**src/rtl/switch_trigger_gen.sv**
```systemverilog
// Pushbutton front end: two-flop synchronizer, one-hot press/release debounce FSM,
// and a registered light level that toggles once per accepted press.
module switch_trigger_gen #(
    parameter int DEBOUNCE = 16,
    parameter int CNT_W    = 8
) (
    input  logic             clk,
    input  logic             rst,
    input  logic             btn_raw,
    input  logic             force_off,
    output logic             trigger,
    output logic [1:0]       level_state,
    output logic             press_pulse,
    output logic             busy,
    output logic [3:0]       fsm_state
);

    typedef enum logic [3:0] {
        IDLE       = 4'b0001,
        PRESS_WAIT = 4'b0010,
        HELD       = 4'b0100,
        REL_WAIT   = 4'b1000
    } state_t;

    localparam logic [CNT_W-1:0] CNT_MAX = CNT_W'(DEBOUNCE - 1);

    logic             sync1;
    logic             btn_s;
    state_t           state_q;
    state_t           state_d;
    logic [CNT_W-1:0] count_q;
    logic [CNT_W-1:0] count_d;
    logic             trigger_q;
    logic             trigger_d;
    logic             pulse_q;
    logic             pulse_d;

    always_ff @(posedge clk or negedge rst) begin
        if (!rst) begin
            sync1     <= 1'b0;
            btn_s     <= 1'b0;
            state_q   <= IDLE;
            count_q   <= '0;
            trigger_q <= 1'b0;
            pulse_q   <= 1'b0;
        end else begin
            sync1     <= btn_raw;
            btn_s     <= sync1;
            state_q   <= state_d;
            count_q   <= count_d;
            trigger_q <= trigger_d;
            pulse_q   <= pulse_d;
        end
    end

    // The count only advances while it is below CNT_MAX, so it can never wrap.
    always_comb begin
        state_d   = state_q;
        count_d   = count_q;
        trigger_d = trigger_q;
        pulse_d   = 1'b0;
        case (state_q)
            IDLE: begin
                if (btn_s) begin
                    state_d = PRESS_WAIT;
                    count_d = '0;
                end
            end
            PRESS_WAIT: begin
                if (!btn_s) begin
                    state_d = IDLE;
                    count_d = '0;
                end else if (count_q == CNT_MAX) begin
                    state_d   = HELD;
                    trigger_d = ~trigger_q;
                    pulse_d   = 1'b1;
                end else begin
                    count_d = count_q + CNT_W'(1);
                end
            end
            HELD: begin
                if (!btn_s) begin
                    state_d = REL_WAIT;
                    count_d = '0;
                end
            end
            REL_WAIT: begin
                if (btn_s) begin
                    state_d = HELD;
                end else if (count_q == CNT_MAX) begin
                    state_d = IDLE;
                end else begin
                    count_d = count_q + CNT_W'(1);
                end
            end
            default: begin
                state_d = IDLE;
                count_d = '0;
            end
        endcase
        // force_off wins over a same-edge toggle but leaves the pulse and FSM alone.
        if (force_off) begin
            trigger_d = 1'b0;
        end
    end

    assign trigger     = trigger_q;
    assign level_state = {trigger_q, ~trigger_q};
    assign press_pulse = pulse_q;
    assign busy        = ~state_q[0];
    assign fsm_state   = state_q;

endmodule

```
**config.mk**
```make
export PLATFORM = sky130hd
export DESIGN_NAME = switch_trigger_gen
export DESIGN_NICKNAME = d
export VERILOG_FILES = /design/src/rtl/switch_trigger_gen.sv
export SDC_FILE = /design/constraint.sdc
export NUM_CORES = 1
export LEC_CHECK = 0
export CAP_MARGIN = 5
export CORE_ASPECT_RATIO = 2
export CORE_MARGIN = 1.5
export CORE_UTILIZATION = 35
export CTS_BUF_LIST = sky130_fd_sc_hd__clkbuf_16
export CTS_CLUSTER_SIZE = 28
export DETAILED_ROUTE_END_ITERATION = 10
export REMOVE_ABC_BUFFERS = 1
export SKIP_LAST_GASP = 1
export SLEW_MARGIN = 20
export SYNTH_ARGS = -nofsm -noshare
export SYNTH_HDL_FRONTEND = slang
export SYNTH_SLANG_ARGS = --single-unit
```
**constraint.sdc**
```tcl
create_clock -name clk -period 1.7 [get_ports clk]
set_input_delay 0.17 -clock clk [delete_from_list [all_inputs] [get_ports clk]]
set_output_delay 0.17 -clock clk [all_outputs]
set_load 0.01 [all_outputs]
```
After elaboration in Yosys (flattened, before gate mapping)
Cells that the tools add are included.
W data, S select, Z words.
Word-level totals
  register bits: 16
  input bits: 4
Operators by class
  bitwise operators: 2
  add/sub/neg operators: 1
  reductions and logical operators: 6
  eq/ne operators: 10
  muxes and demuxes: 20
Operators with widths (count)
  $mux W8: 5
  $pmux W8 S4: 1
  $mux W4: 6
  $pmux W4 S4: 1
  $add A8 B1 Y8 const B: 1
  $eq A8 B4 Y1 const B: 1
  $mux W1: 7
  $ne A2 B2 Y1 const B: 3
  $ne A3 B3 Y1 const B: 2
  $reduce_and A3 Y1: 2
  $reduce_bool A2 Y1: 3
  $eq A4 B1 Y1 const B: 1
  $eq A4 B2 Y1 const B: 1
  $eq A4 B3 Y1 const B: 1
  $eq A4 B4 Y1 const B: 1
  $reduce_and A4 Y1: 1
  $not A1 Y1: 2

Longest topological paths before layout
Gate-level depths: netlist (run 1).
  depth after elaboration: 5
  mapped depth: 6

Least setup slack after synthesis (run 1)
No wires, ideal clock.
  kind: register to register
  from: reg state_q[3], in the netlist fsm_state[3]
  to: reg count_q[6]
  cell stages (with the launch flop): 6
  library setup time: 136 ps
  slack: -9 ps
  clock period less this slack: 1709 ps
  arrival: 1573 ps
  required time: 1564 ps
  buffers on the path: 1
  path through: dfrtp_1 > buf_2 > or4b_4 > or2_4 > nand4_2 > o211ai_1
On the way
  cells in the longest elaborated chain, start to end: 3
  elaborated cells on any way between the ends: 9
Ends and longest elaborated chain
  start: declaration: line 29  | state_t state_q;
  start signal: assignment: line 49  | state_q <= state_d;
  $eq A4 B4 Y1 (tied with other cells): line 62  | case (state_q)
  $ne A2 B2 Y1 (no source line)
  $reduce_and A3 Y1 (no source line)
  end signal: assignment: line 50  | count_q <= count_d;
  end: declaration: line 31  | logic [CNT_W-1:0] count_q;
Parallel ways exist; a longest one is shown, timed or not.
A chain may end at the register's enable or synchronous reset.

Worst setup path after layout (run 1)
  from: reg state_q[0], in the netlist fsm_state[0]
  to: out busy
On the way
  cells in the longest elaborated chain, start to end: 1
Ends and longest elaborated chain
  $not A1 Y1: line 110  | assign busy = ~state_q[0];
  end: declaration: line 14  | output logic busy,
Every way passes these cells.

==> results.yml, run 1 <==
status:
  status: "finished, final reports clean"
clocking:
  numCtsBuffers: 3
  ctsHtreeMaxLevel: 1
  clock_latency_ps: 250
  cts_tree: "built"
  cts_buffer_depth: 2
  ctsHoldBuffers: 0
  clock_sinks: 16
  path_clk_slew_ps: 50
  cts_root_buf: "clkbuf_16"
sta:
  holdWs_ps: 249
  drv_slew: 0
  period_minus_slack_ps: 1680
  rsz0062_at_grt: "true"
  fin_worst_skew_ps: 7.73
  setup_viol: 0
  max_slew_margin: 0.650
  fmax_mhz: 597
  finalCritPeriodShare: 0.986
  finalHoldViolations: 0
  setup-tns-final_ps: 0
  worstMarginPinSlew_ps: 523
yosys:
  synthFlopType: "dfrtp_1"
  synth_common_cells: "dfrtp_1, nor2_1, a21oi_1"
  yosys.area.top_type: "dfrtp_1"
  synth-compound-area-share: 0.212
  synth.distinct_cells: 44
  synth_mux_area_frac: 0
  ys_seq_elements: 16
  synth_top_family_by_area: "simple AND/OR/NAND/NOR gates"
  synthAdderAreaFrac: 0.0130
  synth-seq-area-share: 0.418
  yosysWarnings: 0
  synth-edff-count: 0
  synth_area_leaders: "dfrtp_1, a21oi_1, nor2_1"
  syn_inst: 97
  netlist_area_um2: 961
  synthSimpleGateAreaFrac: 0.293
  yosysMostFrequentCell: "dfrtp_1"
  async_reset_ff_frac: 1.00
  synth_top_area_frac: 0.391
  synth-xor-area-share: 0.0182
  avgSynthCellArea_um2: 9.91
setup_path:
  critPathLaunchType: "flop"
  reg2reg_slack_ps: 40
  critPathMaxStageDelay_ps: 530
  crit_chain: "buf_4, inv_1, clkdlybuf4s50_1"
  cp-end-kind: "primary output"
  critical-path-slowest-cell: "dfstp_2"
  crit_type: "reg -> out"
  cp_max_fo: 7
  required_ps: 1530
  arrival_ps: 1510
global_route:
  top_usage_layer: "met2"
  antenna_found_initial: 0
  grt_pass1_wl_mm: 3.95
  track_usage: 0.184
  gr-usage-met2: 0.319
  grt_max_degree: 17
  grt_util_met3: 0.0231
  met1_usage: 0.183
  gr-total-overflow: 0
  grt_pass1_vias: 895
routing:
  routed_wl_mm: 2.53
  antenna_left: 0
  drc: 0
  first_iter_violations: 28
  viasPerCell: 5.80
  post_drt_wl_per_cell_um: 16.1
  drt_pre_antenna_iters: 4
  dr_total_vias: 910
placement:
  numPortBuffers: 12
  dp.cells: 151
  gp_congestion: 0.793
  dp_hpwl_mm: 1.93
floorplanning:
  die_area_um2: 3090
  die_h_um: 77.1
  start_util: 0.374
  core_area_um2: 2570
  pin_count: 13
  rows: 26
  die_width_um: 40.1
final_layout:
  instances_no_fill: 157
  layout-drive-gt1-share: 0.310
  n_antenna_cell: 0
  flow.area_growth_from_synthesis_pct: 39.5
  nets: 135
power_and_ir_drop:
  power_density_nw_per_um2: 839
  ir_worst_vdd_v: 0.000694
  power_leakage_nw: 0.573
min_path:
  hp-class: "in -> async"
run:
  drv_cap: 0
## kinds of logic after synthesis
group                    Yosys count
flip-flops                        16
XOR/XNOR                           2
AO/OA/AOI/OAI                     28
buffers and inverters              7
AND/OR/NAND/NOR                   43
adder cells (fa/ha/maj)            1
## repair_timing
item                                    4_1_cts  5_1_grt
setup buffers                                 1        1
hold endpoints to repair                      0        0
endpoints found under the setup margin        1        8
cloned                                        0        0
pin swaps                                     0        2
resized for setup                             0        5
## critical path: cells and delay by family, from the launching register on
family	cells	cell delay, ps
buffers and inverters	3	730
flip-flops	1	530
## flip-flops by register name (all words and copies together) (netlist names)
name	cells
count_q	8
fsm_state	4
sync1	1
btn_s	1
trigger	1
press_pulse	1
## area by class of cell
class / instances / area [um2]
fillers: 247 / 1230
multi-input cells: 74 / 539
flip-flops and latches: 16 / 402
repair buffers: 33 / 278
clock buffers: 3 / 75.1
well taps: 28 / 35.0
inverters: 2 / 7.51
clock inverters: 1 / 3.75
## through the flow
| stage | setup WS [ps] | power [mW] | util | instance area [um2] |
|---|---|---|---|---|
| final | 23.9 | 1.12 | 0.521 | 1340 |
| after global routing | -69.1 | 1.17 | 0.521 | 1340 |
| after CTS | 36.8 | 1.12 | 0.509 | 1310 |
| after detailed placement | 52.9 | 0.652 | 0.476 | 1220 |
| after global placement | 81.5 | 0.650 | 0.476 | 1220 |
| after floorplan | -7.45 | 0.539 | - | 925 |
## layout by cell type (no fill, tap or decap), drive strengths merged, types with 3 or more instances in the layout
| cell type | synthesis | layout |
|---|---|---|
| and3 | 3 | 3 |
| o21ai | 5 | 5 |
| nor2 | 10 | 10 |
| nand2 | 4 | 4 |
| nor2b | 3 | 3 |
| clkbuf | 1 | 3 |
| nand3 | 4 | 4 |
| or2 | 4 | 4 |
| nand4 | 3 | 3 |
| buf | 4 | 21 |
| clkdlybuf4s50 | 0 | 12 |
| dfrtp | 15 | 15 |
| a31oi | 3 | 3 |
| o211ai | 4 | 4 |
| a21oi | 7 | 7 |
| or3 | 3 | 3 |
## final timing paths
kind,depth (start not counted),startpoint,to
max in group asynchronous,2,rst,fsm_state[0]$_DFFE_PN1P_
max,3,fsm_state[0]$_DFFE_PN1P_,busy
min,2,rst,count_q[7]$_DFFE_PN0P_
min reg2reg,0,sync1$_DFF_PN0_,btn_s$_DFF_PN0_
min in group clk,0,sync1$_DFF_PN0_,btn_s$_DFF_PN0_
max reg2reg,5,count_q[0]$_DFFE_PN0P_,fsm_state[1]$_DFFE_PN0P_
## per-layer routing
| layer | wire length [um] | share of wire | vias to the layer above |
|---|---|---|---|
| met3 | 94 | 0.037 | 9 |
| met5 | 0 | 0 | - |
| met4 | 94 | 0.037 | 0 |
| met1 | 866 | 0.34 | 440 |
| li1 | - | - | 435 |
| met2 | 1470 | 0.58 | 26 |
## power breakdown
group          switching, mW  total, mW  internal, mW
Sequential            0.0150      0.418         0.403
Combinational          0.126      0.248         0.122
Clock                  0.147      0.459         0.312
Total                  0.288       1.12         0.837
Note: power is estimated with default switching activity, not from simulation.
==> run 2, diff against run 1 <==
--- a/config.mk
+++ b/config.mk
@@ -10,8 +10,10 @@
 export CORE_MARGIN = 1.5
 export CORE_UTILIZATION = 35
 export CTS_BUF_LIST = sky130_fd_sc_hd__clkbuf_16
+export CTS_CLUSTER_DIAMETER = 50
 export CTS_CLUSTER_SIZE = 28
 export DETAILED_ROUTE_END_ITERATION = 10
+export HOLD_SLACK_MARGIN = 0.15
 export REMOVE_ABC_BUFFERS = 1
 export SKIP_LAST_GASP = 1
 export SLEW_MARGIN = 20
==> results of run 2 <==
The final DEF is identical to that of run 1; final timing and power are the same.
==> run 3, diff against run 2 <==
==> constraint.sdc (replaced) <==
create_clock -name clk -period 2.2 [get_ports clk]
set_input_delay 0.22 -clock clk [delete_from_list [all_inputs] [get_ports clk]]
set_output_delay 0.22 -clock clk [all_outputs]
set_load 0.01 [all_outputs]
==> results.yml, run 3 (synthesis results as in run 1) <==
sta:
  setup-tns-final_ps: 0
  holdWs_ps: 345
  drv_slew: 0
  period_minus_slack_ps: 1800
  setup_viol: 0
  fin_worst_skew_ps: 3.02
  finalCritPeriodShare: 0.818
  max_slew_margin: 0.513
  fmax_mhz: 556
  rsz0062_at_grt: "false"
  finalHoldViolations: 0
  worst_slack_ps: 401
  worstMarginPinSlew_ps: 728
power_and_ir_drop:
  intPower_mw: 0.615
  power_leakage_nw: 0.474
  netSwitchingPower_mw: 0.212
  power_density_nw_per_um2: 704
  ir_worst_vdd_v: 0.000622
  p_comb_frac: 0.157
  power.total_mw: 0.826
  power_switching_share: 0.256
  p_seq_frac: 0.413
  p_clk_frac: 0.430
min_path:
  hold_start: "sync1$_DFF_PN0_"
  holdPathEnd: "btn_s$_DFF_PN0_"
  hp-class: "reg -> reg"
  hold_depth: 0
setup_path:
  critPathTopFamily: "compound AO/OA/AOI/OAI gates"
  crit_type: "reg -> reg"
  critPathMaxStageDelay_ps: 550
  critPathBufInv: 0
  critical-path-slowest-cell: "dfrtp_1"
  cp_max_fo: 9
  crit_chain: "a21oi_1, a2111oi_4, nand4_2, o211ai_1"
  critPathLaunchType: "flop"
  r2r_cells: 4
  arrival_ps: 1960
  reg2reg_slack_ps: 400
  r2r_start: "fsm_state[1]$_DFFE_PN0P_"
  timing.rr.end: "count_q[5]$_DFFE_PN0P_"
  cp-end-kind: "flop"
  required_ps: 2360
routing:
  drc: 0
  drt_pre_antenna_iters: 4
  antenna_left: 0
  viasPerCell: 6.01
  post_drt_wl_per_cell_um: 17.3
  dr_total_vias: 830
  routed_wl_mm: 2.39
  first_iter_violations: 41
floorplanning:
  die_width_um: 40.1
  pin_count: 13
  start_util: 0.374
  core_area_um2: 2570
  die_area_um2: 3090
  die_h_um: 77.1
  rows: 26
run:
  drv_cap: 0
clocking:
  ctsHtreeMaxLevel: 1
  cts_post_setup_buffers_inserted: 0
  clock_latency_ps: 250
  cts_buffer_depth: 2
  post_cts_resized: 0
  clock_sinks: 16
  path_clk_slew_ps: 50
  ctsHoldBuffers: 0
  cts_root_buf: "clkbuf_16"
  cts_tree: "built"
  numCtsBuffers: 3
final_layout:
  regMostFlops: "count_q"
  layout-drive-gt1-share: 0.155
  final_common_cell: "dfrtp_1"
  n_antenna_cell: 0
  flow.area_growth_from_synthesis_pct: 22.1
  largest_reg_flops: 8
  final_cell_mix: "dfrtp_1, clkdlybuf4s50_1, nor2_1"
  nets: 116
global_route:
  grt_max_degree: 17
  grt_pass1_wl_mm: 4.08
  gr-total-overflow: 0
  antenna_found_initial: 0
  grt_pass1_vias: 871
  track_usage: 0.193
placement:
  pre_cts_ws_ps: 404
  numPortBuffers: 12
  gp_congestion: 0.871
  dp_hpwl_mm: 1.84
status:
  status: "finished, final reports clean"
-- run 3: changes by cell type in the layout (fill, tap and decap cells not counted), sizes merged --
cell	before	now
buf	21	2
-- run 3: power groups by stage --
| stage | combinational (mW) | sequential [mW] | clock [mW] |
|---|---|---|---|
| 3_3_place_gp | 0.130 | 0.344 | 0 |
| 5_1_grt | 0.143 | 0.345 | 0.371 |
| 4_1_cts | 0.130 | 0.341 | 0.360 |
| 2_1_floorplan | 0.0702 | 0.346 | 0 |
| 6_report | 0.130 | 0.341 | 0.355 |
| 3_5_place_dp | 0.129 | 0.345 | 0 |
-- run 3: metal layers --
layer	up-vias	part of all wire	track usage
met5	-	0	0
met4	0	0.019	0.107
met3	4	0.034	0.0289
met2	25	0.60	0.332
met1	409	0.35	0.201
li1	392	-	-
-- run 3: worst max path at each step --
stage	startpoint	end	slack, ps	cells after the start
finish	fsm_state[1]$_DFFE_PN0P_	count_q[5]$_DFFE_PN0P_	400	4
global route	fsm_state[1]$_DFFE_PN0P_	count_q[5]$_DFFE_PN0P_	290	4
CTS	fsm_state[1]$_DFFE_PN0P_	count_q[5]$_DFFE_PN0P_	390	4
detailed placement	fsm_state[1]$_DFFE_PN0P_	count_q[5]$_DFFE_PN0P_	400	4
global placement	fsm_state[1]$_DFFE_PN0P_	count_q[7]$_DFFE_PN0P_	430	4
floorplan	fsm_state[0]$_DFFE_PN1P_	count_q[6]$_DFFE_PN0P_	490	4
-- run 3: through the flow --
| step | util | cell area, um2 | std cells |
|---|---|---|---|
| floorplan | - | 925 | 92 |
| finish | 0.457 | 1170 | 138 |
| CTS | 0.457 | 1170 | 138 |
| global placement | 0.426 | 1090 | 134 |
| detailed placement | 0.426 | 1090 | 134 |
| global route | 0.457 | 1170 | 138 |
-- run 3: area by class of cell --
type	instances	area (um2)
fillers	248	1400
repair buffers	14	135
multi-input cells	74	515
clock inverters	1	3.75
inverters	2	7.51
flip-flops and latches	16	402
clock buffers	3	75.1
well taps	28	35.0
